**src/rtl/coin_change_dispenser_if.sv**
```systemverilog
// Purpose: groups the change-load request and the dispenser status/solenoid
//          signals of coin_change_dispenser into one bundle.
// Signals:
//   change_in[7:0], change_valid   change amount and its load strobe (to dispenser)
//   eject_20, eject_10, eject_5    solenoid drives, at most one high (from dispenser)
//   busy, done                     job in progress / end-of-job strobe
//   coins_out[7:0], remaining[7:0] coins ejected this job / amount still owed
//   error, dropped                 residue-or-overrange flag / sticky lost-load flag
// Modports: master = the side issuing change (controller or bench),
//           slave  = the dispenser.
interface coin_change_dispenser_if;
  logic [7:0] change_in;
  logic       change_valid;
  logic       eject_20;
  logic       eject_10;
  logic       eject_5;
  logic       busy;
  logic       done;
  logic [7:0] coins_out;
  logic [7:0] remaining;
  logic       error;
  logic       dropped;

  modport master (
    output change_in, change_valid,
    input  eject_20, eject_10, eject_5, busy, done,
    input  coins_out, remaining, error, dropped
  );

  modport slave (
    input  change_in, change_valid,
    output eject_20, eject_10, eject_5, busy, done,
    output coins_out, remaining, error, dropped
  );
endinterface

```
**src/rtl/coin_change_dispenser.sv**
```systemverilog
// Purpose: pays out a change amount as 20/10/5 coins, largest first, one timed
//          solenoid pulse per coin followed by a quiet gap, then reports the
//          result with a one-cycle done strobe.
// Ports:
//   clk    rising-edge system clock
//   reset  synchronous, active-high reset; abandons any job without a done strobe
//   bus    coin_change_dispenser_if.slave: change_in/change_valid in; eject_*,
//          busy, done, coins_out, remaining, error, dropped out (all registered)
module coin_change_dispenser #(
  parameter int unsigned PULSE_CYCLES = 4,
  parameter int unsigned GAP_CYCLES   = 2,
  parameter int unsigned MAX_AMOUNT   = 99
) (
  input  logic                     clk,
  input  logic                     reset,
  coin_change_dispenser_if.slave   bus
);

  localparam int unsigned AMT_W   = 8;
  localparam int unsigned CNT_MAX = (PULSE_CYCLES > GAP_CYCLES) ? PULSE_CYCLES : GAP_CYCLES;
  localparam int unsigned CNT_W   = $clog2(CNT_MAX + 1);

  localparam logic [AMT_W-1:0] MAX_AMT = AMT_W'(MAX_AMOUNT);
  localparam logic [AMT_W-1:0] COIN_20 = AMT_W'(20);
  localparam logic [AMT_W-1:0] COIN_10 = AMT_W'(10);
  localparam logic [AMT_W-1:0] COIN_5  = AMT_W'(5);
  localparam logic [CNT_W-1:0] PULSE_LAST = CNT_W'(PULSE_CYCLES - 1);
  localparam logic [CNT_W-1:0] GAP_LAST   = CNT_W'(GAP_CYCLES - 1);

  typedef enum logic [2:0] {
    S_IDLE,
    S_SELECT,
    S_PULSE,
    S_GAP,
    S_DONE
  } state_t;

  state_t           state;
  logic [CNT_W-1:0] cnt;
  logic [AMT_W-1:0] denom;
  logic             eject_20_q;
  logic             eject_10_q;
  logic             eject_5_q;
  logic             busy_q;
  logic             done_q;
  logic [AMT_W-1:0] coins_q;
  logic [AMT_W-1:0] remaining_q;
  logic             error_q;
  logic             dropped_q;

  // Job sequencer: all outputs are registered alongside the state.
  always_ff @(posedge clk) begin
    if (reset) begin
      state       <= S_IDLE;
      cnt         <= '0;
      denom       <= '0;
      eject_20_q  <= 1'b0;
      eject_10_q  <= 1'b0;
      eject_5_q   <= 1'b0;
      busy_q      <= 1'b0;
      done_q      <= 1'b0;
      coins_q     <= '0;
      remaining_q <= '0;
      error_q     <= 1'b0;
      dropped_q   <= 1'b0;
    end else begin
      done_q <= 1'b0;

      // A load request arriving mid-job is lost; remember that it happened.
      if (state != S_IDLE && bus.change_valid) begin
        dropped_q <= 1'b1;
      end

      case (state)
        S_IDLE: begin
          if (bus.change_valid && bus.change_in != '0) begin
            coins_q     <= '0;
            dropped_q   <= 1'b0;
            busy_q      <= 1'b1;
            remaining_q <= bus.change_in;
            if (bus.change_in > MAX_AMT) begin
              // Out of range: report the whole amount as residue, eject nothing.
              error_q <= 1'b1;
              done_q  <= 1'b1;
              state   <= S_DONE;
            end else begin
              error_q <= 1'b0;
              state   <= S_SELECT;
            end
          end
        end

        S_SELECT: begin
          cnt <= '0;
          if (remaining_q >= COIN_20) begin
            denom      <= COIN_20;
            eject_20_q <= 1'b1;
            state      <= S_PULSE;
          end else if (remaining_q >= COIN_10) begin
            denom      <= COIN_10;
            eject_10_q <= 1'b1;
            state      <= S_PULSE;
          end else if (remaining_q >= COIN_5) begin
            denom      <= COIN_5;
            eject_5_q  <= 1'b1;
            state      <= S_PULSE;
          end else begin
            // Anything below the smallest coin is undispensable residue.
            error_q <= (remaining_q != '0);
            done_q  <= 1'b1;
            state   <= S_DONE;
          end
        end

        S_PULSE: begin
          if (cnt == PULSE_LAST) begin
            eject_20_q  <= 1'b0;
            eject_10_q  <= 1'b0;
            eject_5_q   <= 1'b0;
            // denom <= remaining_q was guaranteed when the coin was chosen.
            remaining_q <= remaining_q - denom;
            coins_q     <= coins_q + AMT_W'(1);
            cnt         <= '0;
            state       <= S_GAP;
          end else begin
            cnt <= cnt + CNT_W'(1);
          end
        end

        S_GAP: begin
          if (cnt == GAP_LAST) begin
            cnt   <= '0;
            state <= S_SELECT;
          end else begin
            cnt <= cnt + CNT_W'(1);
          end
        end

        S_DONE: begin
          busy_q <= 1'b0;
          state  <= S_IDLE;
        end

        default: begin
          state <= S_IDLE;
        end
      endcase
    end
  end

  // Two solenoids firing together would jam the coin path.
  always_ff @(posedge clk) begin
    if (!reset) begin
      assert ($onehot0({eject_20_q, eject_10_q, eject_5_q}));
    end
  end

  assign bus.eject_20  = eject_20_q;
  assign bus.eject_10  = eject_10_q;
  assign bus.eject_5   = eject_5_q;
  assign bus.busy      = busy_q;
  assign bus.done      = done_q;
  assign bus.coins_out = coins_q;
  assign bus.remaining = remaining_q;
  assign bus.error     = error_q;
  assign bus.dropped   = dropped_q;

endmodule

```
**src/flat_wrapper.sv**
```systemverilog
// flat-port wrapper written by rule: the top's interface ports become plain ports
module coin_change_dispenser_flat 
#(
  parameter int unsigned PULSE_CYCLES = 4,
  parameter int unsigned GAP_CYCLES   = 2,
  parameter int unsigned MAX_AMOUNT   = 99
)
  (clk, reset, bus_change_in, bus_change_valid, bus_eject_20, bus_eject_10, bus_eject_5, bus_busy, bus_done, bus_coins_out, bus_remaining, bus_error, bus_dropped);
  coin_change_dispenser_if bus_i ();
  input  logic clk;
  input  logic reset;
  input wire logic [$bits(bus_i.change_in)-1:0] bus_change_in;
  input wire logic [$bits(bus_i.change_valid)-1:0] bus_change_valid;
  output wire logic [$bits(bus_i.eject_20)-1:0] bus_eject_20;
  output wire logic [$bits(bus_i.eject_10)-1:0] bus_eject_10;
  output wire logic [$bits(bus_i.eject_5)-1:0] bus_eject_5;
  output wire logic [$bits(bus_i.busy)-1:0] bus_busy;
  output wire logic [$bits(bus_i.done)-1:0] bus_done;
  output wire logic [$bits(bus_i.coins_out)-1:0] bus_coins_out;
  output wire logic [$bits(bus_i.remaining)-1:0] bus_remaining;
  output wire logic [$bits(bus_i.error)-1:0] bus_error;
  output wire logic [$bits(bus_i.dropped)-1:0] bus_dropped;
  assign bus_i.change_in = bus_change_in;
  assign bus_i.change_valid = bus_change_valid;
  assign bus_eject_20 = bus_i.eject_20;
  assign bus_eject_10 = bus_i.eject_10;
  assign bus_eject_5 = bus_i.eject_5;
  assign bus_busy = bus_i.busy;
  assign bus_done = bus_i.done;
  assign bus_coins_out = bus_i.coins_out;
  assign bus_remaining = bus_i.remaining;
  assign bus_error = bus_i.error;
  assign bus_dropped = bus_i.dropped;
  coin_change_dispenser #(.PULSE_CYCLES(PULSE_CYCLES), .GAP_CYCLES(GAP_CYCLES), .MAX_AMOUNT(MAX_AMOUNT)) u_core (.clk(clk), .reset(reset), .bus(bus_i));
endmodule
```
**config.mk**
```make
export PLATFORM = sky130hd
export DESIGN_NAME = coin_change_dispenser_flat
export DESIGN_NICKNAME = d
export VERILOG_FILES = /design/src/rtl/coin_change_dispenser_if.sv /design/src/rtl/coin_change_dispenser.sv /design/src/flat_wrapper.sv
export SDC_FILE = /design/constraint.sdc
export NUM_CORES = 1
export LEC_CHECK = 0
export CAP_MARGIN = 15
export CELL_PAD_IN_SITES_DETAIL_PLACEMENT = 0
export CELL_PAD_IN_SITES_GLOBAL_PLACEMENT = 1
export CORE_ASPECT_RATIO = 1.5
export CORE_MARGIN = 4
export CORE_UTILIZATION = 38
export DETAILED_ROUTE_END_ITERATION = 10
export GPL_ROUTABILITY_DRIVEN = 0
export HOLD_SLACK_MARGIN = 0.15
export PLACE_DENSITY_LB_ADDON = 0.15
export SLEW_MARGIN = 20
export SYNTH_ARGS = -nofsm -noshare
export SYNTH_HDL_FRONTEND = slang
export SYNTH_SLANG_ARGS = --single-unit
```
**constraint.sdc**
```tcl
create_clock -name clk -period 2.51 [get_ports clk]
set_input_delay 0.3765 -clock clk [delete_from_list [all_inputs] [get_ports clk]]
set_output_delay 0.3765 -clock clk [all_outputs]
set_load 0.02 [all_outputs]
```
==> run summary, run 1 <==
CTS tree = yes
Crit path max-delay family = compound AO/OA/AOI/OAI gates
Top_reg_cell synth = dfxtp_1
Post-Synth Simple-Gate Area = 23.2%
Critical-path top delay cell = fa_1
Final Hold Fails = 0
HP Start = u_core.bus.error$_SDFFE_PP0P_
CP peak stage delay = 0.41 ns
WP data required = 2.70 ns
Main combinational cell family by area after synthesis = compound AO/OA/AOI/OAI gates
Hold Crit Depth = 2
Largest net degree at the start of global routing = 19
Post-cts resize count = 0
DR vias/cell = 5.30
Adder and majority gate portion of the synthesized area = 7.83%
Post-layout minimum cycle time = 2.02 ns
Post-layout util = 51.4%
Reg2reg end = u_core.bus.remaining[4]$_SDFFE_PP0P_
Crit path DAT = 2.22 ns
RSZ-0062 raised after global routing = no
Cells after synthesis = 225
FP Rows = 30
Post-synth EDFFs = 0
CP cell instances = inv_1 > ha_1 > inv_1 > fa_1 > and3_1 > o21ai_0 > nand3b_1 > a311oi_1
Post-synthesis cell area = 0.00185 sq mm
Maximum net fanout on the critical path = 6
Antenna-violating nets left = 0
Pwr per Cell Area = 1040 mW/mm^2
Yosys warns = 0
Worst-skew pair later-pin latency = 0.29 ns
CTS Buf Count = 5
Placed Area = 0.00225 sq mm
Top-area cell type share of the netlist area = 35.7%
Register-to-Register Path Depth = 8
Worst setup EP type = register
R2R Setup Slk = 0.49 ns
Routed WL per cell = 14.2 um
DRC viols = 0
Design area = 0.00237 sq mm
Post-synthesis register bit count = 33
Max_slew headroom = 59.1%
Deepest clock path buffer count = 2
Starting Density = 40.1%
Leakage = 0.842 nW
Mapped Nets = 247
Setup TNS = 0 ns
Maximum VDD drop = 399 uV
Synth area leaders = dfxtp_1, ha_1, a21oi_1, nor2_1, o21ai_0
Root buffer cell = clkbuf_8
Final setup violation count = 0
Xor/xnor cell area share of the yosys netlist = 2.84%
Complex-gate fraction of the synthesized area = 25.5%
Post-CTS Setup Repair Bufs = 0
Layout Skew = 0.00588 ns
GRT overflow = 0
Final slew viol count = 0
Total track usage = 16.9%
Run status = completed
Commonest non-fill, non-tap cells in the layout = clkdlybuf4s50_1, dfxtp_1, nor2_1
WHS = 0.473 ns
R2r startpoint = u_core.bus.remaining[0]$_SDFFE_PP0P_
Mux contribution to synthesized area = 0%
DRT iter0 DRCs = 57
Die area = 0.00608 sq mm
CP Buf/Inv Count = 2
Detailed Route WL = 4610 um
H-tree levels = 2
Tcrit/Tclk final = 80.6%
First-pass GRT wire length = 7960 um
Clock transition at path regs = 0.07 ns
# clock sinks = 33
Max cap viols = 0
IO Port Bufs = 33
Crit. Startpoint = u_core.bus.remaining[0]$_SDFFE_PP0P_
CP Launch Type = register
Io pins = 34
Std-Cell Core Area = 0.00462 sq mm
Share of post-route cells with drive strength above 1 = 9.58%
Synth area leader = dfxtp_1
Number of unique standard cell types used by synthesis = 48
Hold Buf Count CTS = 0
Worst Hold Class = register to register
Initial antenna violation count = 0
Final HPWL DP = 3590 um
Fillers = 457
Sequential cell area fraction in the yosys report = 35.7%
Worst slew pin tran = 0.607 ns
Pre-Repair DR Iteration Count = 4
Ant diodes = 0
Hold Crit Endpoint = u_core.bus.error$_SDFFE_PP0P_
Syn Area/Cell = 8.24 sq um
P&R area growth vs syn = 28.1%
Most used cell, CP = inv_1
Achievable Freq = 494 MHz
Vias in the first global route = 1,714
Post-synth ARST share = 0%
Vias = 1,723
Setup CP Type = register to register
Fin nets = 282
Die W = 65.0 um
Die Y = 93.5 um
[kinds of logic (layout without fill, tap and decap cells)]
group | count (synthesis) | count (layout)
AOI/OAI and AO/OA | 71 | 71
xor gates and xnor gates | 6 | 6
adders and majority gates | 11 | 11
buffers and inverters | 22 | 58
DFF | 33 | 33
and+or+nand+nor | 82 | 82
[layer usage]
metal | wire, um | track usage, % | up-vias
li1 | - | - | 882
met1 | 1940 | 17.7 | 804
met2 | 2440 | 31.8 | 30
met3 | 144 | 3.49 | 7
met4 | 89 | 7.61 | 0
met5 | 0 | 0 | -
[how the worst max path moves through the flow]
stage | to | cells past startpoint
floorplan | u_core.bus.remaining[4]$_SDFFE_PP0P_ | 8
global placement | u_core.bus.remaining[7]$_SDFFE_PP0P_ | 6
detailed placement | u_core.bus.remaining[7]$_SDFFE_PP0P_ | 6
CTS | u_core.bus.remaining[4]$_SDFFE_PP0P_ | 8
global route | u_core.bus.remaining[4]$_SDFFE_PP0P_ | 8
finish | u_core.bus.remaining[4]$_SDFFE_PP0P_ | 8
[metrics by stage]
stage,std cells,worst slack (ns),power [W]
floorplan,225,0.615,0.00159
global placement,317,0.305,0.00195
detailed placement,317,0.251,0.00195
CTS,325,0.490,0.00249
global route,325,0.294,0.00266
finish,325,0.486,0.00247
[cells in the mapped netlist (all sizes together), types with 2 or more instances]
cell and instances:
dfxtp 33, nor2 24, nand2 20, a21oi 19, o21ai 16, inv 12
ha 10, a211oi 9, clkbuf 7, nand2b 5, or3 5, xnor2 5
a21o 4, nor3 4, and2 3, buf 3, nand3 3, nand4 3
nor4 3, o211ai 3, o22ai 3, a21boi 2, a311oi 2, a31oi 2
and3 2, nor2b 2, nor3b 2, o21a 2, or2 2, or3b 2
[worst register-to-register path: stages (launching register included)]
cell,delay (ns)
dfxtp_1,0.36
inv_1,0.07
ha_1,0.15
inv_1,0.06
fa_1,0.42
and3_1,0.18
o21ai_0,0.29
nand3b_1,0.12
a311oi_1,0.28
[registers in the layout, indices dropped and copies added (netlist names)]
name / cells
u_core.bus.done: 1
u_core.state: 3
u_core.bus.busy: 1
u_core.bus.dropped: 1
u_core.bus.error: 1
u_core.bus.coins_out: 8
u_core.denom: 4
u_core.bus.eject_20: 1
u_core.cnt: 3
u_core.bus.eject_5: 1
u_core.bus.remaining: 8
u_core.bus.eject_10: 1
[final cells by class]
cell class | instances | area, sq um | share of cell area, %
Inverter | 12 | 45.0 | 1.90
Timing Repair Buffer | 38 | 368 | 15.5
Sequential cell | 33 | 661 | 27.8
Clock buffer | 6 | 82.6 | 3.48
Tap cell | 64 | 80.1 | 3.37
Clock inverter | 2 | 37.5 | 1.58
Multi-Input combinational cell | 170 | 1100 | 46.3
[report_power, final]
| part | internal [W] | switching, W | total, W |
|---|---|---|---|
| Clock | 0.000323 | 0.000203 | 0.000526 |
| Combinational | 0.000518 | 0.000644 | 0.00116 |
| Sequential | 0.000639 | 0.000139 | 0.000778 |
| Total | 0.00148 | 0.000986 | 0.00247 |
Power figures use the tool's default switching activity.
==> inputs of run 2 (changes only) <==
==> constraint.sdc (replaced) <==
create_clock -name clk -period 2.1 [get_ports clk]
set_input_delay 0.315 -clock clk [delete_from_list [all_inputs] [get_ports clk]]
set_output_delay 0.315 -clock clk [all_outputs]
set_load 0.02 [all_outputs]
==> run 2 against run 1 <==
Compared with the run above: utilization grew 2.1 points; first-iteration DRC count is 1.8% higher; critical path depth is 3 lower; count of clock-buffer cells in the layout unchanged; non-clock buffer count up 13; clock skew increased by 0.0027 ns; setup slack worse by 0.26 ns; via count is 1.5% higher; maximum frequency grew 8.2%; sequential power increased by 17%; critical endpoint is now u_core.bus.coins_out[7]$_SDFFE_PP0P_.
==> run summary, run 2 (synthesis results as in run 1) <==
Initial antenna violation count = 0 (unchanged)
Run status = completed (unchanged)
P&R area growth vs syn = 33.4% (was 28.1%)
CTS tree = yes (unchanged)
WHS = 0.471 ns (was 0.473 ns)
CTS Buf Count = 5 (unchanged)
WP data required = 2.32 ns (was 2.70 ns)
Routed WL per cell = 14.0 um (was 14.2 um)
Deepest clock path buffer count = 2 (unchanged)
Setup CP Type = register to register (unchanged)
Maximum VDD drop = 743 uV (was 399 uV)
RSZ-0062 raised after global routing = no (unchanged)
Detailed Route WL = 4720 um (was 4610 um)
Share of post-route cells with drive strength above 1 = 14.2% (was 9.58%)
Levels on crit path = 5 (was 8)
CP peak stage delay = 0.47 ns (was 0.41 ns)
Crit path max-delay family = simple AND/OR/NAND/NOR gates (was compound AO/OA/AOI/OAI gates)
Leakage = 0.907 nW (was 0.842 nW)
Commonest non-fill, non-tap cells in the layout = clkdlybuf4s50_1, dfxtp_1, nor2_1 (unchanged)
Ant diodes = 0 (unchanged)
Post-layout minimum cycle time = 1.87 ns (was 2.02 ns)
Worst Hold Class = register to register (unchanged)
Io pins = 34 (unchanged)
DRT iter0 DRCs = 58 (was 57)
Largest net degree at the start of global routing = 15 (was 19)
Die Y = 93.5 um (unchanged)
Die area = 0.00608 sq mm (unchanged)
CP Launch Type = register (unchanged)
H-tree levels = 2 (unchanged)
IO Port Bufs = 33 (unchanged)
Pre-Repair DR Iteration Count = 4 (unchanged)
Starting Density = 40.1% (unchanged)
Crit path DAT = 2.09 ns (was 2.22 ns)
Post-CTS Setup Repair Bufs = 0 (unchanged)
Register-to-Register Path Depth = 5 (was 8)
Max cap viols = 0 (unchanged)
Fillers = 477 (was 457)
FP Rows = 30 (unchanged)
Tcrit/Tclk final = 89.1% (was 80.6%)
Critical-path top delay cell = or3_1 (was fa_1)
Antenna-violating nets left = 0 (unchanged)
Maximum net fanout on the critical path = 8 (was 6)
DR vias/cell = 5.17 (was 5.30)
Final Hold Fails = 0 (unchanged)
Pwr per Cell Area = 1240 mW/mm^2 (was 1040 mW/mm^2)
Most common cell after layout, fill and taps aside = clkdlybuf4s50_1
First-pass GRT wire length = 8230 um (was 7960 um)
Achievable Freq = 535 MHz (was 494 MHz)
Most used cell, CP = or3_1 (was inv_1)
Vias = 1,748 (was 1,723)
Root buffer cell = clkbuf_8 (unchanged)
Max_slew headroom = 66.1% (was 59.1%)
CP Buf/Inv Count = 0 (was 2)
Std-Cell Core Area = 0.00462 sq mm (unchanged)
Die W = 65.0 um (unchanged)
CP cell instances = or3_1 > a211oi_4 > o211ai_2 > or3_1 > a21oi_1 (was inv_1 > ha_1 > inv_1 > fa_1 > and3_1 > o21ai_0 > nand3b_1 > a311oi_1)
DRC viols = 0 (unchanged)
Design area = 0.00247 sq mm (was 0.00237 sq mm)
Power, Total = 0.00307 W (was 0.00247 W)
Worst-skew pair later-pin latency = 0.29 ns (about the same)
Worst slew pin tran = 0.507 ns (was 0.607 ns)
# clock sinks = 33 (unchanged)
Clock transition at path regs = 0.08 ns (was 0.07 ns)
Final HPWL DP = 3670 um (was 3590 um)
Total track usage = 17.3% (was 16.9%)
Worst setup EP type = register (unchanged)
Hold Crit Depth = 2 (unchanged)
GRT overflow = 0 (unchanged)
Final setup violation count = 0 (unchanged)
Placed Area = 0.00235 sq mm (was 0.00225 sq mm)
Layout Skew = 0.00857 ns (was 0.00588 ns)
Final slew viol count = 0 (unchanged)
Fin nets = 295 (was 282)
Vias in the first global route = 1,747 (was 1,714)
## run 2: cell types whose count changed in the layout (fill, tap and decap cells not counted)
cell | before | now
o21ai_1 | 0 | 1
dfxtp_1 | 33 | 32
o21ai_0 | 16 | 15
buf_4 | 5 | 18
dfxtp_2 | 0 | 1
## run 2: worst min-delay path, cell delays in order (launching register included)
cell and delay (ns):
dfxtp_1 0.32, nand3_1 0.06, a21oi_1 0.05
## run 2: layer usage
layer | up-vias | part of all wire (%) | routed length [um] | track usage [%]
met5 | - | 0 | 0 | 0
met4 | 0 | 1.2 | 55 | 5.19
met3 | 4 | 3.6 | 170 | 3.13
met2 | 32 | 53 | 2500 | 32.0
met1 | 809 | 42 | 2000 | 19.8
li1 | 903 | - | - | -
## run 2: final cells by class
cell class                      instances  area (sq um)  area share (%)
Sequential cell                        33           662            26.8
Clock inverter                          2          37.5            1.52
Tap cell                               64          80.1            3.24
Inverter                               12          45.0            1.82
Timing Repair Buffer                   51           465            18.8
Multi-Input combinational cell        170          1100            44.5
Clock buffer                            6          82.6            3.34
## run 2: worst paths after layout
path / startpoint / end / slack, ns
worst max-delay path: u_core.state[0]$_SDFFE_PP0P_ / u_core.bus.coins_out[7]$_SDFFE_PP0P_ / 0.23
worst min-delay path: u_core.bus.error$_SDFFE_PP0P_ / u_core.bus.error$_SDFFE_PP0P_ / 0.47
worst max register to register: u_core.state[0]$_SDFFE_PP0P_ / u_core.bus.coins_out[7]$_SDFFE_PP0P_ / 0.23
worst min register to register: u_core.bus.error$_SDFFE_PP0P_ / u_core.bus.error$_SDFFE_PP0P_ / 0.47
## run 2: through the flow
step                      util (%)    TNS, ns  instances  worst slack (ns)
after CTS                     53.5          0        338             0.123
after detailed placement      50.9  -0.000928        330         -0.000928
after global routing          53.6          0        338           0.00601
after floorplan                  -          0        225             0.205
after global placement        50.9          0        330            0.0433
final                         53.6          0        338             0.230
## run 2: timing repair
item	4_1_cts	5_1_grt
gates resized for setup	0	2
hold buffers	0	0
setup endpoints to repair	0	2
hold endpoints to repair	0	0
## run 2: power breakdown
part           internal [W]  leakage, nW  switching [W]
clock              0.000386       0.0574       0.000252
sequential         0.000765        0.269       0.000143
combinational      0.000709        0.581       0.000819
